$ cat src/rtl/rv32i_defs.vh
// rtl/rv32i_defs.vh - shared ALU operation and memory width codes
`ifndef RV32I_DEFS_VH
`define RV32I_DEFS_VH

`define ALU_ADD    4'd0
`define ALU_SUB    4'd1
`define ALU_SLL    4'd2
`define ALU_SLT    4'd3
`define ALU_SLTU   4'd4
`define ALU_XOR    4'd5
`define ALU_SRL    4'd6
`define ALU_SRA    4'd7
`define ALU_OR     4'd8
`define ALU_AND    4'd9
`define ALU_PASS_B 4'd10

`define MEM_BYTE   2'b00
`define MEM_HALF   2'b01
`define MEM_WORD   2'b10

`endif

$ cat src/rtl/rv32i_enc_pkg.sv
// rtl/rv32i_enc_pkg.sv - instruction classes, opcodes and immediate packing helpers
package rv32i_enc_pkg;

    typedef enum logic [3:0] {
        CLS_LUI    = 4'd0,
        CLS_AUIPC  = 4'd1,
        CLS_JAL    = 4'd2,
        CLS_JALR   = 4'd3,
        CLS_BRANCH = 4'd4,
        CLS_LOAD   = 4'd5,
        CLS_STORE  = 4'd6,
        CLS_OPIMM  = 4'd7,
        CLS_OP     = 4'd8,
        CLS_FENCE  = 4'd9,
        CLS_SYSTEM = 4'd10,
        CLS_LI     = 4'd11
    } cls_e;

    localparam logic [6:0] OPC_LUI    = 7'b0110111;
    localparam logic [6:0] OPC_AUIPC  = 7'b0010111;
    localparam logic [6:0] OPC_JAL    = 7'b1101111;
    localparam logic [6:0] OPC_JALR   = 7'b1100111;
    localparam logic [6:0] OPC_BRANCH = 7'b1100011;
    localparam logic [6:0] OPC_LOAD   = 7'b0000011;
    localparam logic [6:0] OPC_STORE  = 7'b0100011;
    localparam logic [6:0] OPC_OPIMM  = 7'b0010011;
    localparam logic [6:0] OPC_OP     = 7'b0110011;
    localparam logic [6:0] OPC_SYSTEM = 7'b1110011;
    localparam logic [31:0] FENCE_WORD = 32'h0FF0000F;

    // Each helper takes only the immediate bits that land in the word.
    function automatic logic [31:0] imm_i(input logic [11:0] imm, input logic [4:0] rs1,
                                          input logic [2:0] f3, input logic [4:0] rd,
                                          input logic [6:0] opc);
        return {imm, rs1, f3, rd, opc};
    endfunction

    function automatic logic [31:0] imm_s(input logic [11:0] imm, input logic [4:0] rs2,
                                          input logic [4:0] rs1, input logic [2:0] f3,
                                          input logic [6:0] opc);
        return {imm[11:5], rs2, rs1, f3, imm[4:0], opc};
    endfunction

    // imm holds offset bits [12:1]; bit 0 is implied zero.
    function automatic logic [31:0] imm_b(input logic [11:0] imm, input logic [4:0] rs2,
                                          input logic [4:0] rs1, input logic [2:0] f3,
                                          input logic [6:0] opc);
        return {imm[11], imm[9:4], rs2, rs1, f3, imm[3:0], imm[10], opc};
    endfunction

    function automatic logic [31:0] imm_u(input logic [19:0] imm, input logic [4:0] rd,
                                          input logic [6:0] opc);
        return {imm, rd, opc};
    endfunction

    // imm holds offset bits [20:1]; bit 0 is implied zero.
    function automatic logic [31:0] imm_j(input logic [19:0] imm, input logic [4:0] rd,
                                          input logic [6:0] opc);
        return {imm[19], imm[9:0], imm[10], imm[18:11], rd, opc};
    endfunction

endpackage

$ cat src/rtl/rv32i_encode_core.sv
// rtl/rv32i_encode_core.sv - combinational field-to-instruction encoder
`include "rv32i_defs.vh"

module rv32i_encode_core
    import rv32i_enc_pkg::*;
#(
    parameter int CHECK_IMM = 1
) (
    input  logic [3:0]  cls_i,
    input  logic [3:0]  alu_op_i,
    input  logic [1:0]  mem_width_i,
    input  logic        mem_unsigned_i,
    input  logic [2:0]  funct3_i,
    input  logic [4:0]  rd_i,
    input  logic [4:0]  rs1_i,
    input  logic [4:0]  rs2_i,
    input  logic [31:0] imm_i_val,
    output logic [31:0] instr_o,
    output logic        err_o,
    output logic        needs_second_o,
    output logic [31:0] second_instr_o
);

    localparam logic CHK = (CHECK_IMM != 0);

    logic [2:0]  alu_f3;
    logic        alu_alt;
    logic        alu_ok;
    logic        alu_shift;
    logic        fits_i, fits_b, fits_j, u_ok, sh_ok;
    logic [19:0] li_hi;
    logic [31:0] word;
    logic        bad;
    logic        two;

    assign fits_i = (&imm_i_val[31:11]) | ~(|imm_i_val[31:11]);
    assign fits_b = ((&imm_i_val[31:12]) | ~(|imm_i_val[31:12])) & ~imm_i_val[0];
    assign fits_j = ((&imm_i_val[31:20]) | ~(|imm_i_val[31:20])) & ~imm_i_val[0];
    assign u_ok   = ~(|imm_i_val[11:0]);
    assign sh_ok  = ~(|imm_i_val[31:5]);
    // Rounded upper part so that LUI hi + sign-extended lo reproduces imm.
    assign li_hi  = imm_i_val[31:12] + {19'd0, imm_i_val[11]};

    // Map the ALU operation to funct3 and the funct7 alternate bit.
    always_comb begin
        alu_f3    = 3'b000;
        alu_alt   = 1'b0;
        alu_ok    = 1'b1;
        alu_shift = 1'b0;
        case (alu_op_i)
            `ALU_ADD:  alu_f3 = 3'b000;
            `ALU_SUB:  begin alu_f3 = 3'b000; alu_alt = 1'b1; end
            `ALU_SLL:  begin alu_f3 = 3'b001; alu_shift = 1'b1; end
            `ALU_SLT:  alu_f3 = 3'b010;
            `ALU_SLTU: alu_f3 = 3'b011;
            `ALU_XOR:  alu_f3 = 3'b100;
            `ALU_SRL:  begin alu_f3 = 3'b101; alu_shift = 1'b1; end
            `ALU_SRA:  begin alu_f3 = 3'b101; alu_shift = 1'b1; alu_alt = 1'b1; end
            `ALU_OR:   alu_f3 = 3'b110;
            `ALU_AND:  alu_f3 = 3'b111;
            default:   alu_ok = 1'b0;
        endcase
    end

    // Build the primary word per class and flag anything unencodable.
    always_comb begin
        word           = 32'd0;
        bad            = 1'b0;
        two            = 1'b0;
        second_instr_o = 32'd0;
        case (cls_i)
            CLS_LUI: begin
                word = imm_u(imm_i_val[31:12], rd_i, OPC_LUI);
                bad  = CHK && !u_ok;
            end
            CLS_AUIPC: begin
                word = imm_u(imm_i_val[31:12], rd_i, OPC_AUIPC);
                bad  = CHK && !u_ok;
            end
            CLS_JAL: begin
                word = imm_j(imm_i_val[20:1], rd_i, OPC_JAL);
                bad  = CHK && !fits_j;
            end
            CLS_JALR: begin
                word = imm_i(imm_i_val[11:0], rs1_i, 3'b000, rd_i, OPC_JALR);
                bad  = CHK && !fits_i;
            end
            CLS_BRANCH: begin
                word = imm_b(imm_i_val[12:1], rs2_i, rs1_i, funct3_i, OPC_BRANCH);
                bad  = (funct3_i[2:1] == 2'b01) || (CHK && !fits_b);
            end
            CLS_LOAD: begin
                word = imm_i(imm_i_val[11:0], rs1_i, {mem_unsigned_i, mem_width_i}, rd_i, OPC_LOAD);
                bad  = (mem_width_i == 2'b11) || (mem_unsigned_i && mem_width_i == `MEM_WORD)
                       || (CHK && !fits_i);
            end
            CLS_STORE: begin
                word = imm_s(imm_i_val[11:0], rs2_i, rs1_i, {1'b0, mem_width_i}, OPC_STORE);
                bad  = (mem_width_i == 2'b11) || (CHK && !fits_i);
            end
            CLS_OPIMM: begin
                if (alu_shift) begin
                    word = {1'b0, alu_alt, 5'd0, imm_i_val[4:0], rs1_i, alu_f3, rd_i, OPC_OPIMM};
                    bad  = CHK && !sh_ok;
                end else begin
                    word = imm_i(imm_i_val[11:0], rs1_i, alu_f3, rd_i, OPC_OPIMM);
                    bad  = CHK && !fits_i;
                end
                if (!alu_ok || alu_op_i == `ALU_SUB) bad = 1'b1;
            end
            CLS_OP: begin
                word = {1'b0, alu_alt, 5'd0, rs2_i, rs1_i, alu_f3, rd_i, OPC_OP};
                bad  = !alu_ok;
            end
            CLS_FENCE:  word = FENCE_WORD;
            CLS_SYSTEM: word = {imm_i_val[11:0], 13'd0, OPC_SYSTEM};
            CLS_LI: begin
                if (fits_i) begin
                    word = imm_i(imm_i_val[11:0], 5'd0, 3'b000, rd_i, OPC_OPIMM);
                end else begin
                    word           = imm_u(li_hi, rd_i, OPC_LUI);
                    two            = |imm_i_val[11:0];
                    second_instr_o = imm_i(imm_i_val[11:0], rd_i, 3'b000, rd_i, OPC_OPIMM);
                end
            end
            default: bad = 1'b1;
        endcase
    end

    assign err_o          = bad;
    assign instr_o        = bad ? 32'd0 : word;
    assign needs_second_o = two && !bad;

endmodule

$ cat src/rtl/rv32i_instr_encoder.sv
// rtl/rv32i_instr_encoder.sv - request-to-instruction stream encoder with LI expansion
module rv32i_instr_encoder
    import rv32i_enc_pkg::*;
#(
    parameter int CHECK_IMM = 1
) (
    input  logic        clk,
    input  logic        rst,
    input  logic        req_valid,
    output logic        req_ready,
    input  logic [3:0]  req_class,
    input  logic [3:0]  req_alu_op,
    input  logic [1:0]  req_mem_width,
    input  logic        req_mem_unsigned,
    input  logic [2:0]  req_funct3,
    input  logic [4:0]  req_rd,
    input  logic [4:0]  req_rs1,
    input  logic [4:0]  req_rs2,
    input  logic [31:0] req_imm,
    output logic        out_valid,
    input  logic        out_ready,
    output logic [31:0] out_instr,
    output logic        out_last,
    output logic        out_err
);

    localparam logic [1:0] ST_IDLE  = 2'd0;
    localparam logic [1:0] ST_BEAT1 = 2'd1;
    localparam logic [1:0] ST_BEAT2 = 2'd2;

    logic [1:0]  state_q, state_d;
    logic        valid_q, valid_d;
    logic [31:0] instr_q, instr_d;
    logic        last_q, last_d;
    logic        err_q, err_d;
    logic [31:0] second_q, second_d;

    logic [31:0] core_instr, core_second;
    logic        core_err, core_two;
    logic        accept, fire;

    rv32i_encode_core #(.CHECK_IMM(CHECK_IMM)) u_core (
        .cls_i          (req_class),
        .alu_op_i       (req_alu_op),
        .mem_width_i    (req_mem_width),
        .mem_unsigned_i (req_mem_unsigned),
        .funct3_i       (req_funct3),
        .rd_i           (req_rd),
        .rs1_i          (req_rs1),
        .rs2_i          (req_rs2),
        .imm_i_val      (req_imm),
        .instr_o        (core_instr),
        .err_o          (core_err),
        .needs_second_o (core_two),
        .second_instr_o (core_second)
    );

    // A new request can enter whenever the output slot empties this cycle.
    assign req_ready = (state_q == ST_IDLE) || (last_q && out_ready);
    assign accept    = req_valid && req_ready;
    assign fire      = valid_q && out_ready;

    // Next-state: load a fresh request, advance to the LI second beat, or drain.
    always_comb begin
        state_d  = state_q;
        valid_d  = valid_q;
        instr_d  = instr_q;
        last_d   = last_q;
        err_d    = err_q;
        second_d = second_q;
        if (accept) begin
            state_d  = ST_BEAT1;
            valid_d  = 1'b1;
            instr_d  = core_instr;
            err_d    = core_err;
            last_d   = !core_two;
            second_d = core_second;
        end else if (fire) begin
            if (!last_q) begin
                state_d = ST_BEAT2;
                instr_d = second_q;
                last_d  = 1'b1;
                err_d   = 1'b0;
            end else begin
                state_d = ST_IDLE;
                valid_d = 1'b0;
                instr_d = 32'd0;
                last_d  = 1'b0;
                err_d   = 1'b0;
            end
        end
    end

    // Output and FSM registers; reset drops any pending second beat.
    always_ff @(posedge clk) begin
        if (rst) begin
            state_q  <= ST_IDLE;
            valid_q  <= 1'b0;
            instr_q  <= 32'd0;
            last_q   <= 1'b0;
            err_q    <= 1'b0;
            second_q <= 32'd0;
        end else begin
            state_q  <= state_d;
            valid_q  <= valid_d;
            instr_q  <= instr_d;
            last_q   <= last_d;
            err_q    <= err_d;
            second_q <= second_d;
        end
    end

    assign out_valid = valid_q;
    assign out_instr = instr_q;
    assign out_last  = last_q;
    assign out_err   = err_q;

endmodule

$ cat config.mk
export PLATFORM = sky130hd
export DESIGN_NAME = rv32i_instr_encoder
export DESIGN_NICKNAME = d
export VERILOG_FILES = /design/src/rtl/rv32i_enc_pkg.sv /design/src/rtl/rv32i_encode_core.sv /design/src/rtl/rv32i_instr_encoder.sv
export VERILOG_INCLUDE_DIRS = /design/src /design/src/rtl
export SDC_FILE = /design/constraint.sdc
export NUM_CORES = 1
export LEC_CHECK = 0
export BUFFER_PORTS_ARGS = -buffer_cell sky130_fd_sc_hd__buf_2
export CAP_MARGIN = 30
export CORE_UTILIZATION = 40
export DETAILED_ROUTE_END_ITERATION = 6
export GPL_ROUTABILITY_DRIVEN = 0
export HOLD_SLACK_MARGIN = 0.15
export PLACE_DENSITY = 0.66
export SLEW_MARGIN = 20
export SYNTH_ARGS = -nofsm -noshare
export SYNTH_HDL_FRONTEND = slang
export SYNTH_HIERARCHICAL = 1
export SYNTH_SLANG_ARGS = --single-unit
$ cat constraint.sdc
create_clock -name clk -period 2.9 [get_ports clk]
set_input_delay 0.58 -clock clk [delete_from_list [all_inputs] [get_ports clk]]
set_output_delay 0.58 -clock clk [all_outputs]
set_load 0.01 [all_outputs]
After elaboration in Yosys (flattened, before gate mapping)
Cells that the tools add are included.
- register bits after elaboration: 69
- latch bits: 0
- RAM bits: 0
- bits in read-only memories: 0
- input port bits: 65
- output and inout bits: 36
- logic and storage cells: 107
- memories kept: 0
- add/subtract/negate cells: 1
- multipliers: 0
- div/mod/pow operators: 0
- magnitude comparators: 0
- equality and inequality tests: 23
- shift-type cells: 0
- muxes and demuxes: 29
- bitwise operators: 9
- reductions and logical operators: 38
- operators by type and width (operator ; number):
    $pmux W32 S12 ; 1
    $mux W32 ; 8
    $eq A4 B3 Y1 const B ; 8
    $reduce_or A27 Y1 ; 1
    $eq A4 B4 Y1 const B ; 6
    $reduce_or A12 Y1 ; 2
    $pmux W3 S7 ; 1
    $reduce_and A21 Y1 ; 1
    $reduce_or A21 Y1 ; 1
    $add A20 B1 Y20 ; 1
    $reduce_and A20 Y1 ; 1
    $reduce_or A20 Y1 ; 1
    $mux W1 ; 17
    $eq A4 B2 Y1 const B ; 4
    $reduce_and A12 Y1 ; 1
    $reduce_or A10 Y1 ; 1
    $pmux W1 S9 ; 1
    $eq A4 B1 Y1 const B ; 2
    $logic_not A4 Y1 ; 2
    $reduce_or A2 Y1 ; 4
    $logic_not A1 Y1 ; 6
    $logic_or A1 B1 Y1 ; 6
    $reduce_or A3 Y1 ; 2
    $logic_and A1 B1 Y1 ; 5
    other kinds (9) ; 17

Depth between registers and ports, before layout
Gate-level depths: netlist (run 1).
- depth after elaboration: 11
- gate-level depth with buffers: 11

Modules after synthesis
The synthesis (run 1) kept the hierarchy.
- modules (own cells, without submodules) (module ; times used ; cells an instance ; area each (um^2) ; seq. area each (um^2)):
    rv32i_instr_encoder ; 1 ; 292 ; 2547.4 ; 1381.3
    rv32i_encode_core ; 1 ; 365 ; 2220.9 ; 0.0

Least setup slack after synthesis (run 1)
OpenSTA, ideal clock, no wires.
- path type: in2reg
- from: input port req_imm[10]
- to: register instr_q[26] (netlist: out_instr[26])
- setup time: 0.070 ns
- data arrival time: 2.494 ns
- required time: 2.830 ns
- path slack: 0.336 ns
- stages: 10
- cells stage by stage: or4_4 > and4bb_1 > o311ai_1 > a211oi_2 > nand4_2 > buf_6 > a31oi_2 > and3_1 > o22ai_1 > a21oi_1
- longest elaborated chain between the ends: 6
- elaborated cells between the ends (all ways): 7
- RTL lines (item ; line ; RTL):
    start: declaration ; rv32i_instr_encoder.sv:19 ; input logic [31:0] req_imm,
    $reduce_or A27 Y1 ; rv32i_encode_core.sv:40 ; assign sh_ok = ~(|imm_i_val[31:5]);
    $mux W1 ; rv32i_encode_core.sv:102 ; if (alu_shift) begin
    $mux W1 ; rv32i_encode_core.sv:109 ; if (!alu_ok || alu_op_i == `ALU_SUB) bad = 1'b1;
    $pmux W1 S9 (*) ; rv32i_encode_core.sv:71 ; case (cls_i)
    $mux W32 (*) ; rv32i_encode_core.sv:131 ; assign instr_o = bad ? 32'd0 : word;
    via core_instr[26] ; rv32i_instr_encoder.sv:38 ; logic [31:0] core_instr, core_second;
    $mux W32 (*) ; rv32i_instr_encoder.sv:71 ; if (accept) begin
    end signal: assignment ; rv32i_instr_encoder.sv:106 ; instr_q <= instr_d;
    end: declaration ; rv32i_instr_encoder.sv:33 ; logic [31:0] instr_q, instr_d;
Mark *: on every way through the listed nets, which the timed path passes. The rest lies on a longest branch.
A chain may end at the register's enable or synchronous reset.

Worst setup path after layout (run 1)
- from: input port req_imm[11]
- to: register instr_q[16] (netlist: out_instr[16])
- longest elaborated chain between the ends: 9
- elaborated cells between the ends (all ways): 17
- RTL lines (item ; line):
    branches (longest 7 deep; another with $add A20 B1 Y20) ; --
    $mux W32 (*) ; rv32i_encode_core.sv:131
    via core_instr[16] ; rv32i_instr_encoder.sv:38
    $mux W32 (*) ; rv32i_instr_encoder.sv:71
Mark *: on every way through the listed nets, which the timed path passes.

==> run_results.csv, run 1 <==
group,metric,value,unit
worst_setup_path,end_kind,"flop",
timing,fmax,387.1,MHz
route,drt-initial-drc-count,971,
cts,cts_hold_buffers,0,
placed_design,port_buffers,100,
floorplanning,start_util,41.41,%
yosys,yosysTopAreaCell,"dfxtp_1",
worst_setup_path,cpPeakStageDelay,0.47,ns
pwr,total_leakage_power,2.284,nW
timing,setup_ws,0.3169,ns
yosys,yosys_warnings,6,
route,dr.pass1.iters,7,
cts,cts_tree,"built",
timing,fin_crit,2.583,ns
grt,track_usage,26.53,%
cts,clock_latency,0.34,ns
yosys,synth_mux_area_share,1.469,%
cts,clock_tree.root_cell,"clkbuf_16",
floorplanning,die_area,0.01236,mm²
worst_setup_path,worstReg2RegEnd,"out_instr[18]",
timing,setup_viol,0,
cts,htree_levels,3,
yosys,synth_top_family_by_area,"simple AND/OR/NAND/NOR gates",
status,status,"complete, but fails checks",
flow_run,maxCapViolations,0,
worst_hold_path,hold_path.startpoint,"second_q[23]",
yosys,synth_compound_area_share,27.42,%
yosys,synth-edff-count,0,
yosys,syn_area,0.004768,mm²
grt,grt.overflow.total,0,
yosys,synth-simple-area-share,29.31,%
yosys,syn_inst,657,
worst_setup_path,startpoint_type,"input port",
worst_hold_path,min_path_type,"reg2reg",
timing,grt_setup_unrepaired,"no",
timing,relSlewSlack,51.91,%
finish,nets,816,
yosys,yosys.area_share.adder,1.050,%
floorplanning,coreArea,0.01152,mm²
route,wirelength,16660,µm
worst_setup_path,cp_top_family,"compound AO/OA/AOI/OAI gates",
placed_design,place_hpwl,12140,µm
yosys,synth.yosys.seq_area_share,28.97,%
floorplanning,rows,39,
yosys,synthTopCellsByArea,"dfxtp_1 29%, a21oi_1 8.5%, nand2_1 8.3%",
pwr,pwr_density_cell,460.6,mW/mm²
grt,first_global_vias,5023,
route,drc_errors,14,
timing,fin_crit_sh,89.07,%
floorplanning,num_io_pins,101,
worst_setup_path,cp_common_cell,"nor2_1",
cts,cts_buffers,9,
grt,grt_antenna_before_repair,0,
pwr,total_power,2.633,mW
finish,fin_area,0.005715,mm²
cts,cts_max_path_buffers,2,
finish,syn_to_final_growth,19.86,%
cts,ctsResizeCount,0,
cts,clk_pin_slew_worst_paths,0.05,ns
finish,fin_cells,895,
placed_design,pre_cts_slack,0.03633,ns
cts,cts_sinks,69,
worst_setup_path,ff2ff_setup_slack,1.00,ns
placed_design,postPlaceCellArea,0.005435,mm²
worst_setup_path,r2r_cells,5,
finish,layout-drive-gt1-share,23.54,%
worst_setup_path,cp-startpoint,"req_imm[11]",
yosys,synth_flop_cell,"dfxtp_1",
timing,finalSetupTns,0,ns
worst_setup_path,critical_path_class,"in2reg",
worst_setup_path,cp.required,3.09,ns
yosys,synth_seq_cells,69,
yosys,synth_commonest_cells,"105 x nand2_1, 81 x a21oi_1, 69 x dfxtp_1",
finish,post-route-util,49.63,%
route,ant_nets,0,
finish,fill_cells,1151,
worst_setup_path,cp_slowest_cell,"nor4_1",
yosys,synth-async-reset-ratio,0,%
pwr,peakVddDrop,339.9,µV
timing,hold_viol_final,0,
worst_setup_path,cp_max_fo,7,
route,viasPerCell,6.132,
yosys,synth_top_area_share,28.97,%
floorplanning,die_w,111.2,µm
cts,post-cts-setup-buffers,0,
route,post_drt_wl_per_cell,18.61,µm
timing,whs,0.4563,ns
worst_setup_path,cp_cell_sequence,"buf_2 -> ha_1 -> nand2_1 -> nor4_1 -> a32o_1 -> nor2_1 -> a221oi_1 -> buf_4 -> nor2_1 -> a222oi_1 -> nor2_1",
timing,worst_pin_slew,0.7138,ns
worst_hold_path,hold_path_depth,2,
route,route.vias.total,5488,
status,violations,"DRC",
yosys,ys_types,63,
grt,grt_pass1_wl,25880,µm
worst_setup_path,worstPathArrival,2.77,ns
worst_setup_path,crit-reg2reg-launch,"out_last",
grt,grt_max_degree,70,
worst_hold_path,whs_endpoint,"second_q[23]",
yosys,synth_most_common_cell,"nand2_1",
timing,slew_viol_final,0,
worst_setup_path,critical_path_buf_inv_count,2,
floorplanning,die_y,111.2,µm
yosys,synthXorXnorAreaFrac,2.939,%
yosys,avgSynthCellArea,7.258,µm²
placed_design,placed_cells,879,
timing,worst_clock_skew,0.008131,ns
finish,num_antenna_cells,0,
-- sequential cells by signal (all words and copies together) (netlist names) --
| signal | cells |
|---|---|
| out_err | 1 |
| out_instr | 32 |
| out_last | 1 |
| out_valid | 1 |
| second_q | 32 |
| state_q | 2 |
-- cells by family (layout without fill, tap and decap cells) --
logic type,after synthesis,in the layout
buffers and inverters,78,167
xor gates and xnor gates,16,16
adders and majority gates,4,4
muxes,7,7
other,1,7
and+or+nand+nor,288,288
DFF,69,69
AOI/OAI and AO/OA,194,194
-- layout make-up --
class                      instances  area (µm²)  area share [%]
clock buffer                      13       260.3           4.553
clock inverter                     3       20.02          0.3503
inverter                           9       33.78          0.5911
multi-input combinational        516        3000           52.50
sequential                        69        1381           24.17
tap                              143       178.9           3.130
timing repair buffer             142       840.8           14.71
-- layer usage --
layer  GRT usage (%)  up-vias  part of all wire [%]
met4           9.910        0                   3.4
met1           34.95     2602                    42
li1                -     2548                     -
met2           42.00      297                    46
met5               0        -                     0
met3           6.124       41                   8.6
-- placed cells by master (no fill, tap or decap), types with 3 or more instances in the layout --
master     count
nand2_1      105
buf_2        100
a21oi_1       81
dfxtp_1       69
nor2_1        59
buf_4         40
a222oi_1      25
and2_1        22
o21ai_0       22
nand3_1       20
and3_1        14
nor3_1        13
o22ai_1       13
nand4_1       11
a22oi_1        9
clkbuf_16      9
nor2b_1        9
xor2_1         8
inv_1          8
xnor2_1        8
nand2b_1       7
mux2i_1        7
conb_1         7
a221oi_1       6
nor4_1         6
a31oi_1        5
a31oi_2        5
o211ai_1       5
or2_2          4
ha_1           4
a21o_1         3
a211oi_1       3
or3_1          3
-- worst max-delay path by stage --
| stage | cells after the start | endpoint | slack [ns] |
|---|---|---|---|
| after floorplan | 10 | out_instr[26] | 0.34 |
| after global routing | 13 | out_instr[28] | 0.24 |
| after CTS | 11 | out_instr[28] | 0.37 |
| final | 11 | out_instr[16] | 0.32 |
| after global placement | 13 | out_instr[28] | 0.13 |
| after detailed placement | 11 | out_instr[26] | 0.04 |
-- worst register-to-register path, cell delays in order, from the launching register on --
cell	delay, ns
dfxtp_1	0.49
o2bb2ai_2	0.29
and2_2	0.49
buf_12	0.30
o22ai_1	0.12
a21oi_1	0.15
-- power breakdown --
part / internal, mW / total (mW) / switching [mW]
Combinational: 0.221 / 0.599 / 0.378
Clock: 0.624 / 1.03 / 0.405
Sequential: 0.982 / 1.00 / 0.0232
Total: 1.83 / 2.63 / 0.806
Note: power is estimated with default switching activity, not from simulation.
==> inputs of run 2 (changes only) <==
Settings changed: CORE_MARGIN from default to 4, CORE_UTILIZATION 40 to 50, CTS_BUF_LIST from default to sky130_fd_sc_hd__clkbuf_16, PLACE_DENSITY 0.66 to 0.78.
==> run_results.csv, run 2 (synthesis results as in run 1) <==
group,metric,value,unit
finish,post-route-util,61.60,%
floorplanning,coreArea,0.009240,mm²
timing,setup_viol,0,
timing,worst_pin_slew,0.7574,ns
finish,nets,812,
flow_run,maxCapViolations,0,
timing,grt_setup_unrepaired,"no",
floorplanning,rows,35,
finish,num_antenna_cells,0,
finish,layout_commonest_cell,"nand2_1",
cts,cts_sinks,69,
pwr,pwr_density_cell,466.9,mW/mm²
pwr,total_leakage_power,2.275,nW
cts,cts_hold_buffers,0,
timing,slew_viol_final,0,
route,drt-initial-drc-count,788,
worst_setup_path,cp_common_cell,"a21oi_1",
floorplanning,die_w,105.7,µm
grt,grt_pass1_wl,25540,µm
worst_hold_path,hold_path_depth,2,
cts,cts_tree,"built",
finish,fin_area,0.005692,mm²
placed_design,postPlaceCellArea,0.005400,mm²
timing,whs,0.4537,ns
grt,met3_usage,6.307,%
worst_setup_path,critical_path_class,"in2reg",
cts,htree_levels,3,
worst_setup_path,startpoint_type,"input port",
grt,top_usage_layer,"met2",
worst_setup_path,end_kind,"flop",
floorplanning,start_util,51.60,%
timing,worst_clock_skew,0.004593,ns
worst_setup_path,worstPathArrival,2.89,ns
cts,post-cts-setup-buffers,0,
cts,clk_pin_slew_worst_paths,0.05,ns
placed_design,place_hpwl,11650,µm
grt,first_global_vias,5251,
finish,fin_cells,877,
timing,hold_viol_final,0,
floorplanning,die_area,0.01116,mm²
timing,finalSetupTns,0,ns
route,viasPerCell,6.283,
grt,grt_antenna_before_repair,0,
route,route.vias.total,5510,
cts,ctsResizeCount,0,
route,wirelength,16010,µm
worst_setup_path,cp_max_fo,24,
grt,grt_max_degree,70,
route,post_drt_wl_per_cell,18.25,µm
worst_setup_path,cp.required,3.15,ns
grt,grt.overflow.total,0,
floorplanning,die_y,105.7,µm
grt,grt_util_met1,35.19,%
timing,fin_crit_sh,90.97,%
finish,syn_to_final_growth,19.37,%
timing,relSlewSlack,48.98,%
finish,final_cell_mix,"105 x nand2_1, 100 x buf_2, 81 x a21oi_1",
pwr,peakVddDrop,372.3,µV
placed_design,port_buffers,100,
status,status,"completed",
worst_setup_path,cp_cell_sequence,"buf_2 -> or4_4 -> and4bb_1 -> o311ai_1 -> a211oi_2 -> nand4_2 -> buf_12 -> a21oi_1 -> and3_1 -> o22ai_1 -> a21oi_1",
finish,fill_cells,841,
worst_setup_path,cp_slowest_cell,"or4_4",
timing,fin_crit,2.638,ns
placed_design,placed_cells,861,
timing,fmax,379.1,MHz
worst_setup_path,r2r_cells,5,
cts,cts_max_path_buffers,2,
worst_hold_path,min_path_type,"reg2reg",
floorplanning,num_io_pins,101,
route,dr.pass1.iters,6,
finish,layout-drive-gt1-share,23.13,%
cts,cts_buffers,9,
cts,clock_tree.root_cell,"clkbuf_16",
worst_setup_path,cpPeakStageDelay,0.58,ns
route,ant_nets,0,
cts,clock_latency,0.32,ns
grt,met2_usage,45.77,%
grt,track_usage,27.80,%
route,drc_errors,0,
-- run 2: worst max-delay path, delay by kind of cell --
| family | cells | cell delay [ns] |
|---|---|---|
| buf+inv | 2 | 0.33 |
| compound gates | 5 | 0.74 |
| simple gates | 4 | 1.22 |
-- run 2: path summary, 6_finish.rpt --
kind,startpoint,end,slack (ns)
hold / removal,out_instr[24],out_instr[24],0.45
hold reg to reg,out_instr[24],out_instr[24],0.45
setup / recovery,req_imm[10],out_instr[24],0.26
setup reg to reg,out_last,out_instr[18],1.01
-- run 2: cell type report --
cell class	count	area [µm²]	share of cell area, %
Clock buffer	9	225.2	3.957
Sequential cell	69	1381	24.27
Inverter	9	33.78	0.5935
Clock inverter	7	66.31	1.165
Timing Repair Buffer	138	823.3	14.46
Multi-Input combinational cell	516	3000	52.71
Tap cell	129	161.4	2.836
-- run 2: stage by stage --
step	worst slack, ns	total power, mW
floorplan	0.3357	1.391
global placement	0.01377	1.586
detailed placement	-0.02726	1.596
CTS	0.3126	2.658
global route	0.1544	2.764
finish	0.2618	2.657
-- run 2: where the power goes --
group	leakage, nW	internal (mW)	switching [mW]
registers	0.560	0.981	0.0228
clock network	0.136	0.659	0.404
logic	1.58	0.220	0.370
total	2.28	1.86	0.798
-- run 2: routing by layer --
metal | wire length [µm] | up-vias
li1 | - | 2535
met4 | 492 | 0
met5 | 0 | -
met1 | 6368 | 2573
met2 | 7599 | 342
met3 | 1545 | 60
==> inputs of run 3 (changes only) <==
Settings changed: CORE_UTILIZATION 50 to 56, PLACE_DENSITY 0.78 to 0.86.
==> run_results.csv, run 3 (synthesis results as in run 1) <==
group,metric,value,unit
timing,fin_crit,2.631,ns
cts,cts_max_path_buffers,2,
timing,hold_viol_final,0,
route,drt-initial-drc-count,990,
timing,finalSetupTns,0,ns
grt,grt_antenna_before_repair,0,
finish,final_cell_mix,"105 x nand2_1, 100 x buf_2, 81 x a21oi_1",
placed_design,place_hpwl,11460,µm
worst_setup_path,end_kind,"flop",
worst_setup_path,cp-endpoint,"out_instr[26]",
cts,cts_hold_buffers,0,
timing,grt_setup_unrepaired,"no",
floorplanning,coreArea,0.008258,mm²
worst_hold_path,min_path_type,"reg2reg",
route,drc_errors,15,
cts,clock_latency,0.33,ns
grt,first_global_vias,5263,
floorplanning,rows,33,
timing,worst_clock_skew,0.002693,ns
cts,clk_pin_slew_worst_paths,0.05,ns
cts,cts_tree,"built",
floorplanning,die_y,100.3,µm
grt,grt.overflow.total,0,
grt,grt_pass1_wl,24990,µm
route,dr.pass1.iters,7,
worst_setup_path,cp.required,3.16,ns
timing,fin_crit_sh,90.74,%
route,wirelength,15730,µm
cts,ctsResizeCount,0,
cts,cts_buffers,9,
pwr,pwr_density_cell,454.1,mW/mm²
finish,num_antenna_cells,0,
route,route.vias.total,5629,
grt,track_usage,30.72,%
pwr,total_leakage_power,2.229,nW
finish,layout-drive-gt1-share,22.13,%
finish,multi_input_area,0.003000,mm²
pwr,peakVddDrop,399.5,µV
finish,fill_cells,735,
placed_design,placed_cells,830,
worst_setup_path,cp-startpoint,"req_imm[9]",
worst_setup_path,worstPathArrival,2.89,ns
status,status,"complete, but fails checks",
timing,setup_viol,0,
timing,whs,0.4510,ns
worst_setup_path,ff2ff_setup_slack,0.94,ns
cts,cts_sinks,69,
finish,fin_cells,846,
route,post_drt_wl_per_cell,18.59,µm
placed_design,port_buffers,100,
worst_setup_path,r2r_cells,5,
timing,slew_viol_final,0,
worst_setup_path,cp_max_fo,32,
timing,worst_pin_slew,0.7307,ns
floorplanning,die_area,0.01006,mm²
floorplanning,die_w,100.3,µm
route,ant_nets,0,
timing,relSlewSlack,50.77,%
floorplanning,start_util,57.74,%
cts,post-cts-setup-buffers,0,
floorplanning,num_io_pins,101,
finish,layout_commonest_cell,"nand2_1",
status,violations,"DRC",
route,viasPerCell,6.654,
cts,clock_tree.root_cell,"clkbuf_16",
timing,fmax,380.0,MHz
worst_setup_path,worstReg2RegEnd,"second_q[20]",
cts,htree_levels,3,
grt,grt_max_degree,41,
worst_setup_path,startpoint_type,"input port",
flow_run,maxCapViolations,0,
finish,regArea,0.001381,mm²
worst_setup_path,crit-reg2reg-launch,"out_last",
finish,nets,805,
finish,syn_to_final_growth,16.71,%
worst_setup_path,critical_path_class,"in2reg",
worst_hold_path,hold_path.startpoint,"out_instr[24]",
-- run 3: critical path, cell delays in order --
cell and delay (ns):
buf_2 0.14, or4_4 0.52, and4bb_1 0.33, o311ai_1 0.12
a211oi_2 0.23, nand4_2 0.13, buf_12 0.20, a31oi_2 0.19
and3_1 0.20, o22ai_1 0.07, a21oi_1 0.16
-- run 3: metal layers --
metal / vias to the layer above / global-route usage, % / part of all wire, %
li1: 2528 / - / -
met4: 0 / 12.85 / 3.9
met1: 2605 / 39.08 / 39
met5: - / 0 / 0
met3: 72 / 6.046 / 11
met2: 424 / 50.76 / 47
-- run 3: worst min path at each step --
stage | to | depth (start not counted)
after floorplan | second_q[0] | 2
after global placement | out_instr[27] | 2
after detailed placement | out_instr[24] | 2
after CTS | out_instr[24] | 2
after global routing | out_instr[25] | 2
final | out_instr[24] | 2
-- run 3: where the power goes --
group	internal, mW	total, mW	switching (mW)	leakage (nW)
clock network	0.563	0.946	0.383	0.129
logic	0.207	0.576	0.369	1.54
registers	0.982	1.01	0.0233	0.560
-- run 3: final cells by class --
cell class              count  area share, %
repair buffers            131          13.62
clock buffers               9          4.047
well taps                 105          2.361
multi-input cells         516          53.91
clock inverters             7         0.6295
flip-flops and latches     69          24.82
inverters                   9         0.6070
-- run 3: metrics by stage --
step | cell area (µm²) | setup WS [ns] | power [mW] | util, %
6_report | 5565 | 0.2685 | 2.527 | 67.39
5_1_grt | 5565 | 0.1711 | 2.630 | 67.39
4_1_cts | 5565 | 0.3447 | 2.517 | 67.39
3_5_place_dp | 5305 | 0.007517 | 1.579 | 64.24
3_3_place_gp | 5305 | 0.08823 | 1.567 | 64.24
2_1_floorplan | 4791 | 0.3357 | 1.391 | -
